`src/rtl/bp_cce_mmio_cfg_arbiter_if.sv`:
```
// Bundle of the requester-facing and network-facing handshake signals of the
// cfg/IO command arbiter.
//   master : the arbiter's view (consumes requester commands, issues to the
//            network, routes network responses back to requesters)
//   slave  : the environment's view (requesters plus the IO network link)
// Signals:
//   req_cmd_i        per-requester command, slice i = requester i
//   req_cmd_v_i      per-requester command valid
//   req_cmd_yumi_o   command accepted (one-hot or zero)
//   req_resp_o       response broadcast to all requesters
//   req_resp_v_o     response valid, one-hot to the owning requester
//   req_resp_ready_i per-requester response ready
//   io_cmd_o / io_cmd_v_o / io_cmd_yumi_i      command channel to network
//   io_resp_i / io_resp_v_i / io_resp_ready_o  response channel from network
interface bp_cce_mmio_cfg_arbiter_if #(
    parameter int num_req_p   = 2,
    parameter int msg_width_p = 128
);
    logic [num_req_p*msg_width_p-1:0] req_cmd_i;
    logic [num_req_p-1:0]             req_cmd_v_i;
    logic [num_req_p-1:0]             req_cmd_yumi_o;
    logic [msg_width_p-1:0]           req_resp_o;
    logic [num_req_p-1:0]             req_resp_v_o;
    logic [num_req_p-1:0]             req_resp_ready_i;
    logic [msg_width_p-1:0]           io_cmd_o;
    logic                             io_cmd_v_o;
    logic                             io_cmd_yumi_i;
    logic [msg_width_p-1:0]           io_resp_i;
    logic                             io_resp_v_i;
    logic                             io_resp_ready_o;

    modport master (
        input  req_cmd_i, req_cmd_v_i, req_resp_ready_i,
        input  io_cmd_yumi_i, io_resp_i, io_resp_v_i,
        output req_cmd_yumi_o, req_resp_o, req_resp_v_o,
        output io_cmd_o, io_cmd_v_o, io_resp_ready_o
    );

    modport slave (
        output req_cmd_i, req_cmd_v_i, req_resp_ready_i,
        output io_cmd_yumi_i, io_resp_i, io_resp_v_i,
        input  req_cmd_yumi_o, req_resp_o, req_resp_v_o,
        input  io_cmd_o, io_cmd_v_o, io_resp_ready_o
    );
endinterface

```
`src/rtl/bp_cce_mmio_cfg_arbiter.sv`:
```
// Shares one cfg/IO command channel among num_req_p requesters.
// Round-robin arbitration with a grant lock (a granted command stays on the
// channel until the network consumes it), an outstanding-command credit
// limit, and an in-order owner-ID FIFO that steers each network response back
// to the requester whose command it answers.
// Ports:
//   clk_i, reset_n_i  clock, asynchronous active-low reset
//   bus               handshake bundle (master modport)
//   credits_empty_o   no commands outstanding
//   grant_o           index of the requester currently driving io_cmd_o
//   err_o             sticky: a response arrived with nothing outstanding
module bp_cce_mmio_cfg_arbiter #(
    parameter int num_req_p     = 2,
    parameter int msg_width_p   = 128,
    parameter int max_credits_p = 8,
    localparam int lg_num_req_lp = (num_req_p > 1) ? $clog2(num_req_p) : 1
) (
    input  logic                     clk_i,
    input  logic                     reset_n_i,
    bp_cce_mmio_cfg_arbiter_if.master bus,
    output logic                     credits_empty_o,
    output logic [lg_num_req_lp-1:0] grant_o,
    output logic                     err_o
);
    localparam int cnt_w_lp = $clog2(max_credits_p + 1);
    localparam int ptr_w_lp = (max_credits_p > 1) ? $clog2(max_credits_p) : 1;
    localparam logic [num_req_p-1:0] one_lp = 1;

    typedef enum logic {IDLE, LOCK} state_e;

    state_e                   state_reg, state_next;
    logic [lg_num_req_lp-1:0] rr_ptr_reg, rr_ptr_next;
    logic [lg_num_req_lp-1:0] lock_idx_reg, lock_idx_next;
    logic [cnt_w_lp-1:0]      count_reg;
    logic [ptr_w_lp-1:0]      wr_ptr_reg, rd_ptr_reg;
    logic                     err_reg;
    logic [lg_num_req_lp-1:0] fifo_mem [max_credits_p];

    logic [lg_num_req_lp-1:0] cand_idx [num_req_p];
    logic [num_req_p-1:0]     cand_v;
    logic [msg_width_p-1:0]   cmd_slice [num_req_p];
    logic                     found;
    logic [lg_num_req_lp-1:0] winner;
    logic [lg_num_req_lp-1:0] grant_idx;
    logic [lg_num_req_lp-1:0] head;
    logic                     cmd_v, cmd_v_gated, issue, pop;
    logic                     fifo_empty, credits_full, cmd_ok;

    // Candidate gi is the requester gi places after rr_ptr (with wrap), so
    // the lowest set candidate is the round-robin winner.
    for (genvar gi = 0; gi < num_req_p; gi++) begin : g_cand
        logic [lg_num_req_lp:0] sum;
        assign sum = {1'b0, rr_ptr_reg} + (lg_num_req_lp+1)'(gi);
        assign cand_idx[gi] = (sum >= (lg_num_req_lp+1)'(num_req_p))
                            ? lg_num_req_lp'(sum - (lg_num_req_lp+1)'(num_req_p))
                            : lg_num_req_lp'(sum);
        assign cand_v[gi]    = bus.req_cmd_v_i[cand_idx[gi]];
        assign cmd_slice[gi] = bus.req_cmd_i[gi*msg_width_p +: msg_width_p];
    end

    always_comb begin
        found  = 1'b0;
        winner = '0;
        for (int i = num_req_p - 1; i >= 0; i--) begin
            if (cand_v[i]) begin
                found  = 1'b1;
                winner = cand_idx[i];
            end
        end
    end

    assign fifo_empty   = (count_reg == '0);
    assign credits_full = (count_reg == cnt_w_lp'(max_credits_p));
    assign head         = fifo_mem[rd_ptr_reg];
    assign pop          = bus.io_resp_v_i && !fifo_empty && bus.req_resp_ready_i[head];
    // A response retired in this same cycle frees a slot, so a full channel
    // may still accept a new command then; the FIFO pushes and pops together.
    assign cmd_ok       = !credits_full || pop;

    always_comb begin
        state_next    = state_reg;
        lock_idx_next = lock_idx_reg;
        cmd_v         = 1'b0;
        grant_idx     = '0;
        case (state_reg)
            IDLE: begin
                if (found && cmd_ok) begin
                    cmd_v     = 1'b1;
                    grant_idx = winner;
                    if (!bus.io_cmd_yumi_i) begin
                        state_next    = LOCK;
                        lock_idx_next = winner;
                    end
                end
            end
            LOCK: begin
                // Credit count cannot rise while locked, so no full check here.
                cmd_v     = 1'b1;
                grant_idx = lock_idx_reg;
                if (bus.io_cmd_yumi_i) begin
                    state_next = IDLE;
                end
            end
            default: state_next = IDLE;
        endcase
    end

    // Reset must silence the command channel combinationally, not at an edge.
    assign cmd_v_gated = cmd_v && reset_n_i;
    assign issue       = cmd_v_gated && bus.io_cmd_yumi_i;

    always_comb begin
        rr_ptr_next = rr_ptr_reg;
        if (issue) begin
            rr_ptr_next = (grant_idx == lg_num_req_lp'(num_req_p - 1))
                        ? '0 : grant_idx + 1'b1;
        end
    end

    assign bus.io_cmd_o        = cmd_slice[grant_idx];
    assign bus.io_cmd_v_o      = cmd_v_gated;
    assign bus.req_cmd_yumi_o  = issue ? (one_lp << grant_idx) : '0;
    assign bus.req_resp_o      = bus.io_resp_i;
    assign bus.req_resp_v_o    = (bus.io_resp_v_i && !fifo_empty) ? (one_lp << head) : '0;
    // Unsolicited responses are always accepted so they can be dropped.
    assign bus.io_resp_ready_o = fifo_empty ? 1'b1 : bus.req_resp_ready_i[head];
    assign credits_empty_o     = fifo_empty;
    assign grant_o             = cmd_v_gated ? grant_idx : '0;
    assign err_o               = err_reg;

    always_ff @(posedge clk_i or negedge reset_n_i) begin
        if (!reset_n_i) begin
            state_reg    <= IDLE;
            rr_ptr_reg   <= '0;
            lock_idx_reg <= '0;
            count_reg    <= '0;
            wr_ptr_reg   <= '0;
            rd_ptr_reg   <= '0;
            err_reg      <= 1'b0;
        end else begin
            state_reg    <= state_next;
            rr_ptr_reg   <= rr_ptr_next;
            lock_idx_reg <= lock_idx_next;
            case ({issue, pop})
                2'b10:   count_reg <= count_reg + 1'b1;
                2'b01:   count_reg <= count_reg - 1'b1;
                default: count_reg <= count_reg;
            endcase
            if (issue) begin
                wr_ptr_reg <= (wr_ptr_reg == ptr_w_lp'(max_credits_p - 1)) ? '0 : wr_ptr_reg + 1'b1;
            end
            if (pop) begin
                rd_ptr_reg <= (rd_ptr_reg == ptr_w_lp'(max_credits_p - 1)) ? '0 : rd_ptr_reg + 1'b1;
            end
            if (bus.io_resp_v_i && fifo_empty) begin
                err_reg <= 1'b1;
            end
        end
    end

    // Owner-ID storage needs no reset: occupancy is tracked by count_reg.
    always_ff @(posedge clk_i) begin
        if (issue) begin
            fifo_mem[wr_ptr_reg] <= grant_idx;
        end
    end
endmodule

```
`src/flat_wrapper.sv`:
```
// flat-port wrapper written by rule: the top's interface ports become plain ports
module bp_cce_mmio_cfg_arbiter_flat 
#(
    parameter int num_req_p     = 2,
    parameter int msg_width_p   = 128,
    parameter int max_credits_p = 8,
    localparam int lg_num_req_lp = (num_req_p > 1) ? $clog2(num_req_p) : 1
)
  (clk_i, reset_n_i, credits_empty_o, grant_o, err_o, bus_req_cmd_i, bus_req_cmd_v_i, bus_req_resp_ready_i, bus_io_cmd_yumi_i, bus_io_resp_i, bus_io_resp_v_i, bus_req_cmd_yumi_o, bus_req_resp_o, bus_req_resp_v_o, bus_io_cmd_o, bus_io_cmd_v_o, bus_io_resp_ready_o);
  bp_cce_mmio_cfg_arbiter_if #(.num_req_p(num_req_p), .msg_width_p(msg_width_p)) bus_i ();
  input  logic clk_i;
  input  logic reset_n_i;
  output logic credits_empty_o;
  output logic [lg_num_req_lp-1:0] grant_o;
  output logic err_o;
  input wire logic [$bits(bus_i.req_cmd_i)-1:0] bus_req_cmd_i;
  input wire logic [$bits(bus_i.req_cmd_v_i)-1:0] bus_req_cmd_v_i;
  input wire logic [$bits(bus_i.req_resp_ready_i)-1:0] bus_req_resp_ready_i;
  input wire logic [$bits(bus_i.io_cmd_yumi_i)-1:0] bus_io_cmd_yumi_i;
  input wire logic [$bits(bus_i.io_resp_i)-1:0] bus_io_resp_i;
  input wire logic [$bits(bus_i.io_resp_v_i)-1:0] bus_io_resp_v_i;
  output wire logic [$bits(bus_i.req_cmd_yumi_o)-1:0] bus_req_cmd_yumi_o;
  output wire logic [$bits(bus_i.req_resp_o)-1:0] bus_req_resp_o;
  output wire logic [$bits(bus_i.req_resp_v_o)-1:0] bus_req_resp_v_o;
  output wire logic [$bits(bus_i.io_cmd_o)-1:0] bus_io_cmd_o;
  output wire logic [$bits(bus_i.io_cmd_v_o)-1:0] bus_io_cmd_v_o;
  output wire logic [$bits(bus_i.io_resp_ready_o)-1:0] bus_io_resp_ready_o;
  assign bus_i.req_cmd_i = bus_req_cmd_i;
  assign bus_i.req_cmd_v_i = bus_req_cmd_v_i;
  assign bus_i.req_resp_ready_i = bus_req_resp_ready_i;
  assign bus_i.io_cmd_yumi_i = bus_io_cmd_yumi_i;
  assign bus_i.io_resp_i = bus_io_resp_i;
  assign bus_i.io_resp_v_i = bus_io_resp_v_i;
  assign bus_req_cmd_yumi_o = bus_i.req_cmd_yumi_o;
  assign bus_req_resp_o = bus_i.req_resp_o;
  assign bus_req_resp_v_o = bus_i.req_resp_v_o;
  assign bus_io_cmd_o = bus_i.io_cmd_o;
  assign bus_io_cmd_v_o = bus_i.io_cmd_v_o;
  assign bus_io_resp_ready_o = bus_i.io_resp_ready_o;
  bp_cce_mmio_cfg_arbiter #(.num_req_p(num_req_p), .msg_width_p(msg_width_p), .max_credits_p(max_credits_p)) u_core (.clk_i(clk_i), .reset_n_i(reset_n_i), .bus(bus_i), .credits_empty_o(credits_empty_o), .grant_o(grant_o), .err_o(err_o));
endmodule
```
`config.mk`:
```
export PLATFORM = sky130hd
export DESIGN_NAME = bp_cce_mmio_cfg_arbiter_flat
export DESIGN_NICKNAME = d
export VERILOG_FILES = /design/src/rtl/bp_cce_mmio_cfg_arbiter_if.sv /design/src/rtl/bp_cce_mmio_cfg_arbiter.sv /design/src/flat_wrapper.sv
export SDC_FILE = /design/constraint.sdc
export NUM_CORES = 1
export LEC_CHECK = 0
export ABC_AREA = 1
export BUFFER_PORTS_ARGS = -buffer_cell sky130_fd_sc_hd__buf_4
export CAP_MARGIN = 40
export CORE_AREA = 2 2 254 256
export DETAILED_ROUTE_END_ITERATION = 8
export DIE_AREA = 0 0 256 258
export GPL_ROUTABILITY_DRIVEN = 0
export HOLD_SLACK_MARGIN = 0.05
export SLEW_MARGIN = 20
export SYNTH_ARGS = -nofsm -noshare
export SYNTH_HDL_FRONTEND = slang
export SYNTH_SLANG_ARGS = --single-unit
```
`constraint.sdc`:
```
create_clock -name clk_i -period 2.95 [get_ports clk_i]
set_clock_uncertainty 0.1 [all_clocks]
set_input_delay 0.59 -clock clk_i [delete_from_list [all_inputs] [get_ports clk_i]]
set_output_delay 0.59 -clock clk_i [all_outputs]
set_load 0.005 [all_outputs]
```
==> impl_metrics.py, run 1 <==
metrics = {
    "timing": {
        "max_freq_ghz": 0.3298,
        "rsz0062_at_grt": "true",
        "fin_tns_setup_ns": -2.851,
        "worst_pin_slew_ns": 0.4618,
        "fin_crit_ns": 3.033,
        "slew_viol_final": 0,
        "finalHoldWorstSlack_ns": 0.1006,
        "post-route-period-util": 1.028,
        "setup_viol": 104,
        "hold_viol_final": 0,
        "setup_ws_ns": -0.08252,
        "slew-limit-headroom": 0.6893,
    },
    "worst_setup_path": {
        "critPathMaxFanout": 8,
        "critPathBufInv": 5,
        "cp-start-kind": "flop",
        "crit_slowest_cell": "dfrtp_2",
        "worstSetupPathType": "flop to primary output",
        "cp_top_family": "simple AND/OR/NAND/NOR gates",
        "r2r-start": "u_core.rd_ptr_reg[0]",
        "worst_setup_path_end_kind": "primary output",
        "path_common_cell": "nand2_1",
        "cp.required_ns": 2.26,
        "critical_path.max_stage_delay_ns": 0.46,
        "arrival_ns": 2.34,
        "critical_path.cell_chain": "inv_4 > nand2_1 > nand3_2 > nand3_2 > nand2_2 > nand2_2 > nand3_4 > nand2_4 > nand3_4 > nand2_8 > buf_12 > buf_16 > buf_8 > nand2_1 > nand2_1 > buf_4",
        "startpoint": "u_core.rd_ptr_reg[0]",
    },
    "synth": {
        "post_synth.cell_area_avg_um2": 5.670,
        "yosys.area.top_type": "nand2_1",
        "synth.top_cells.by_count": "nand2_1 (416), buf_4 (141), inv_1 (29), dfrtp_1 (14), buf_6 (11)",
        "yosysTopAreaCellShare": 0.3980,
        "synth-async-reset-ratio": 0.6364,
        "yosysWarnings": 0,
        "synth-edff-count": 8,
        "synth.area.top_cells": "nand2_1 (40%), buf_4 (27%), dfrtp_1 (8.9%)",
        "seq_area_frac_synth": 0.1505,
        "ys_seq_elements": 22,
        "synth.distinct_cells": 27,
        "synth.net_count": 1091,
        "yosysMostFrequentCell": "nand2_1",
        "synth_area_um2": 3924,
        "synth_cells": 692,
        "dominantRegCellSynth": "dfrtp_1",
    },
    "placed_design": {
        "port_buffers": 400,
        "dp_cells": 1812,
        "place_ws_ns": 0.1011,
        "hpwl_um": 23360,
        "placed_cell_area_um2": 7046,
    },
    "global_route": {
        "grt_first_pass_wirelength_um": 37750,
        "grt_pass1_vias": 5168,
        "grt_max_degree": 61,
        "antenna_found_initial": 8,
        "gr-total-overflow": 0,
        "grt_usage": 0.08091,
    },
    "drt": {
        "routedWlPerCell_um": 16.62,
        "num_vias": 5438,
        "drt-total-wl_um": 30600,
        "drc": 0,
        "drt_iter0_drc": 286,
        "viasPerCell": 2.954,
        "dr.pass1.iters": 4,
        "antenna_left": 0,
    },
    "clock_network": {
        "clk_path_buf_depth": 2,
        "htreeDepth": 1,
        "cts-root-buf": "clkbuf_16",
        "cts_tree": "yes",
        "cts.sinks": 22,
        "cts_buffers": 3,
        "insertion_delay_ns": 0.26,
        "clk_pin_slew_ns": 0.06,
    },
    "die": {
        "die_area_um2": 66050,
        "start_util": 0.06165,
        "num_rows": 93,
        "ioPinCount": 657,
        "die_height_um": 258,
        "coreArea_um2": 63650,
        "fp.dieW_um": 256,
    },
    "final_layout": {
        "final_cell_area_um2": 7712,
        "fin_util": 0.1212,
        "layout-drive-gt1-share": 0.4888,
        "largest_reg_flops": 8,
        "nets": 1384,
        "num-fill-cells": 7366,
        "fin_cells": 1841,
        "area_growth_pct": 96.56,
    },
    "power": {
        "ir_drop_uv": 248.3,
        "power_mw": 4.602,
        "leakage_nw": 4.143,
        "power_density_nw_per_um2": 596.7,
    },
    "outcome": {
        "violations": "negative setup slack",
        "status": "finished with violations",
    },
    "job": {
        "cap_violations": 0,
    },
    "worst_hold_path": {
        "hp-class": "primary input to async pin",
    },
}
-- cells by family after synthesis --
| logic type | Yosys count | synth area share |
|---|---|---|
| AOI/OAI and AO/OA | 14 | 0.02105 |
| xor gates and xnor gates | 4 | 0.008930 |
| adders and majority gates | 7 | 0.02232 |
| buffers and inverters | 188 | 0.3374 |
| DFF | 22 | 0.1505 |
| and+or+nand+nor | 457 | 0.4598 |
-- path summary, 6_finish.rpt --
check,end,slack [ns],cells after the start
setup / recovery,bus_io_cmd_o[76],-0.08,16
hold / removal,u_core.count_reg[0],0.10,1
setup reg to reg,u_core.count_reg[3],0.24,18
hold reg to reg,u_core.err_o,0.36,1
max in group asynchronous,u_core.rd_ptr_reg[0],2.43,1
min in group clk_i,u_core.err_o,0.36,1
-- worst reg2reg max path, stage by stage (launching register included) --
cell and delay, ns:
dfrtp_2 0.46, inv_4 0.10, nand2_1 0.07, nand3_2 0.07
nand3_2 0.10, nand2_2 0.10, nand2_2 0.08, nand3_4 0.10
nand2_4 0.07, buf_4 0.15, nand2_2 0.10, nand2_4 0.07
nand3_2 0.07, buf_6 0.15, ha_1 0.18, inv_1 0.06
o31ai_1 0.25, o211ai_1 0.15, xor2_1 0.16
-- final cells by class --
type | count | area (um^2) | share of cell area
multi-input combinational | 482 | 2111 | 0.2737
inverter | 31 | 145.1 | 0.01882
timing repair buffer | 445 | 3685 | 0.4778
clock buffer | 3 | 75.07 | 0.009734
sequential | 22 | 591.8 | 0.07674
antenna | 2 | 5.005 | 0.0006489
clock inverter | 1 | 30.03 | 0.003894
tap | 855 | 1070 | 0.1387
-- repair_timing --
action                     4_1_cts  5_1_grt
setup buffers                    7        6
hold endpoints to repair         0        0
setup endpoints to repair      116      130
hold buffers                     0        0
pin swaps                        0        7
gates cloned                     7        4
resized for setup               21       27
-- power by group --
part / internal (mW) / switching (mW) / total [mW]
sequential: 0.424 / 0.123 / 0.547
combinational: 1.89 / 1.78 / 3.67
clock: 0.270 / 0.117 / 0.387
-- placed cells by master (no fill, tap or decap), drive strengths merged --
| cell type | synthesis | routed |
|---|---|---|
| nand4 | 3 | 3 |
| nor4 | 2 | 2 |
| buf | 157 | 440 |
| clkinv | 0 | 1 |
| nand3 | 11 | 11 |
| inv | 31 | 30 |
| nor2 | 10 | 10 |
| o21ai | 6 | 6 |
| o211ai | 1 | 1 |
| a21oi | 3 | 3 |
| nand3b | 1 | 1 |
| nand2 | 420 | 420 |
| or2 | 1 | 1 |
| clkbuf | 0 | 6 |
| xnor2 | 3 | 3 |
| bufinv | 0 | 1 |
| edfxtp | 8 | 8 |
| ha | 7 | 7 |
| o31ai | 1 | 1 |
| diode | 0 | 2 |
| xor2 | 1 | 1 |
| a21boi | 1 | 1 |
| a21o | 2 | 2 |
| dfrtp | 14 | 14 |
| nor3 | 9 | 9 |
| bufbuf | 0 | 2 |
-- routing by layer --
| metal | GRT usage | up-vias | part of all wire |
|---|---|---|---|
| li1 | - | 2551 | - |
| met1 | 0.06603 | 2305 | 0.28 |
| met2 | 0.1382 | 506 | 0.48 |
| met3 | 0.07018 | 70 | 0.20 |
| met4 | 0.03460 | 6 | 0.047 |
| met5 | 0 | - | 0.0010 |
(Power assumes the default switching activity.)
==> run 2: changes to the inputs <==
--- a/config.mk
+++ b/config.mk
@@ -13,6 +13,7 @@
 export DIE_AREA = 0 0 256 258
 export GPL_ROUTABILITY_DRIVEN = 0
 export HOLD_SLACK_MARGIN = 0.05
+export RECOVER_POWER = 100
 export SLEW_MARGIN = 20
 export SYNTH_ARGS = -nofsm -noshare
 export SYNTH_HDL_FRONTEND = slang
==> run 2 against run 1 <==
Effect of this change: the run still ends with negative setup slack left; register-to-register slack got worse by 0.03 ns; sequential share of layout area about the same; combinational power about the same; critical path type unchanged; highest routed layer unchanged.
==> impl_metrics.py, run 2 (same netlist as run 1, synthesis figures left out) <==
metrics = {
    "final_layout": {
        "area_growth_pct": 96.46,
        "mostFrequentLayoutCells": "buf_4 (421), nand2_1 (404), inv_1 (28)",
        "fin_util": 0.1211,
        "nets": 1384,
        "final_common_cell": "buf_4",
        "largest_reg_flops": 8,
        "fin_cells": 1841,
        "layout-drive-gt1-share": 0.4878,
    },
    "power": {
        "intPower_mw": 2.581,
        "power_density_nw_per_um2": 596.9,
        "switchingPower_mw": 2.020,
        "ir_drop_uv": 248.2,
        "pwr-share-clk": 0.084,
        "pwr-share-comb": 0.797,
        "p_sw_frac": 0.4390,
        "pwr-share-seq": 0.119,
        "leakage_nw": 4.139,
    },
    "timing": {
        "setup_viol": 104,
        "worst_pin_slew_ns": 1.059,
        "setup_ws_ns": -0.08252,
        "finalHoldWorstSlack_ns": 0.3603,
        "rsz0062_at_grt": "true",
        "slew-limit-headroom": 0.2937,
        "hold_viol_final": 0,
        "slew_viol_final": 0,
        "fin_tns_setup_ns": -2.851,
        "fin_crit_ns": 3.033,
        "max_freq_ghz": 0.3298,
        "post-route-period-util": 1.028,
    },
    "worst_setup_path": {
        "worstSetupPathType": "flop to primary output",
        "critical_path.cell_chain": "inv_4 > nand2_1 > nand3_2 > nand3_2 > nand2_2 > nand2_2 > nand3_4 > nand2_4 > nand3_4 > nand2_8 > buf_12 > buf_16 > buf_8 > nand2_1 > nand2_1 > buf_4",
        "crit_slowest_cell": "dfrtp_2",
        "arrival_ns": 2.34,
        "cp-start-kind": "flop",
        "critPathMaxFanout": 8,
        "critical_path.max_stage_delay_ns": 0.46,
        "cp_top_family": "simple AND/OR/NAND/NOR gates",
        "path_common_cell": "nand2_1",
        "critPathBufInv": 5,
        "worst_setup_path_end_kind": "primary output",
        "reg2reg_to": "u_core.count_reg[3]",
        "r2r_slack_ns": 0.21,
        "cp.required_ns": 2.26,
        "ff2ff_path_depth": 18,
        "r2r-start": "u_core.rd_ptr_reg[0]",
    },
    "drt": {
        "antenna_left": 0,
        "top_layer": "met5",
        "dr_wl_met3_um": 6052,
        "dr.pass1.iters": 4,
        "routedWlPerCell_um": 16.62,
        "viasPerCell": 2.954,
        "drt-total-wl_um": 30600,
        "drt_iter0_drc": 286,
        "num_vias": 5438,
        "wl_met2_um": 14580,
        "m1WireLength_um": 8505,
        "drc": 0,
    },
    "clock_network": {
        "clk_pin_slew_ns": 0.06,
        "cts.sinks": 22,
        "cts_buffers": 3,
        "htreeDepth": 1,
        "clk_path_buf_depth": 2,
        "insertion_delay_ns": 0.26,
        "cts_tree": "yes",
        "cts-root-buf": "clkbuf_16",
    },
    "worst_hold_path": {
        "hp-class": "flop to flop",
        "holdCritStartpoint": "u_core.err_o",
        "whs_endpoint": "u_core.err_o",
        "holdPathStages": 1,
    },
    "global_route": {
        "gr-total-overflow": 0,
        "grt_pass1_vias": 5168,
        "grt_usage": 0.08091,
        "antenna_found_initial": 8,
        "grt_first_pass_wirelength_um": 37750,
        "grt_max_degree": 61,
    },
    "die": {
        "start_util": 0.06165,
        "ioPinCount": 657,
        "num_rows": 93,
        "fp.dieW_um": 256,
        "die_area_um2": 66050,
        "coreArea_um2": 63650,
        "die_height_um": 258,
    },
    "outcome": {
        "violations": "negative setup slack",
        "status": "finished with violations",
    },
    "placed_design": {
        "port_buffers": 400,
        "dp_cells": 1812,
        "hpwl_um": 23360,
    },
    "job": {
        "cap_violations": 0,
    },
}
## run 2: cell types whose count changed in the layout (fill, tap and decap cells not counted)
cell / before / now
clkbuf_1: 0 / 1
buf_4: 422 / 421
## run 2: what timing repair did
item	4_1_cts	5_1_grt
gates resized for setup	21	27
setup endpoints to repair	116	130
cloned	7	4
pin swaps	0	7
hold buffers	0	0
setup buffers	7	6
## run 2: through the flow
| stage | power, mW | setup WS [ns] | instance area (um^2) |
|---|---|---|---|
| 5_1_grt | 4.972 | -0.2046 | 7704 |
| 3_5_place_dp | 3.475 | 0.1011 | 7046 |
| 4_1_cts | 4.375 | -0.002427 | 7503 |
| 3_3_place_gp | 3.464 | 0.1002 | 7046 |
| 6_report | 4.601 | -0.08252 | 7709 |
| 2_1_floorplan | 2.063 | 0.4637 | 3924 |
## run 2: cell type report
cell class,instances,area [um^2]
fillers,7368,55940
repair buffers,445,3681
multi-input cells,482,2111
well taps,855,1070
flip-flops and latches,22,591.8
inverters,31,145.1
clock buffers,3,75.07
clock inverters,1,30.03
diodes,2,5.005
## run 2: worst max-delay path by stage
stage	cells past startpoint	end	slack [ns]	startpoint
finish	16	bus_io_cmd_o[76]	-0.08	u_core.rd_ptr_reg[0]
global route	16	bus_io_cmd_o[78]	-0.20	u_core.rd_ptr_reg[0]
CTS	14	bus_io_cmd_o[18]	-0.002	u_core.rd_ptr_reg[0]
detailed placement	16	bus_io_cmd_o[102]	0.10	u_core.rd_ptr_reg[0]
global placement	16	bus_io_cmd_o[102]	0.10	u_core.rd_ptr_reg[0]
floorplan	17	u_core.count_reg[3]	0.46	u_core.rd_ptr_reg[0]
## run 2: power groups by stage
stage / registers (mW) / clock network, mW / logic (mW)
detailed placement: 0.547 / 0 / 2.93
CTS: 0.540 / 0.390 / 3.44
global route: 0.563 / 0.408 / 4.00
floorplan: 0.522 / 0 / 1.54
finish: 0.547 / 0.387 / 3.67
global placement: 0.545 / 0 / 2.92
## run 2: layer usage
layer | up-vias | track usage
li1 | 2551 | -
met5 | - | 0
met1 | 2305 | 0.06603
met4 | 6 | 0.03460
met3 | 70 | 0.07018
met2 | 506 | 0.1382
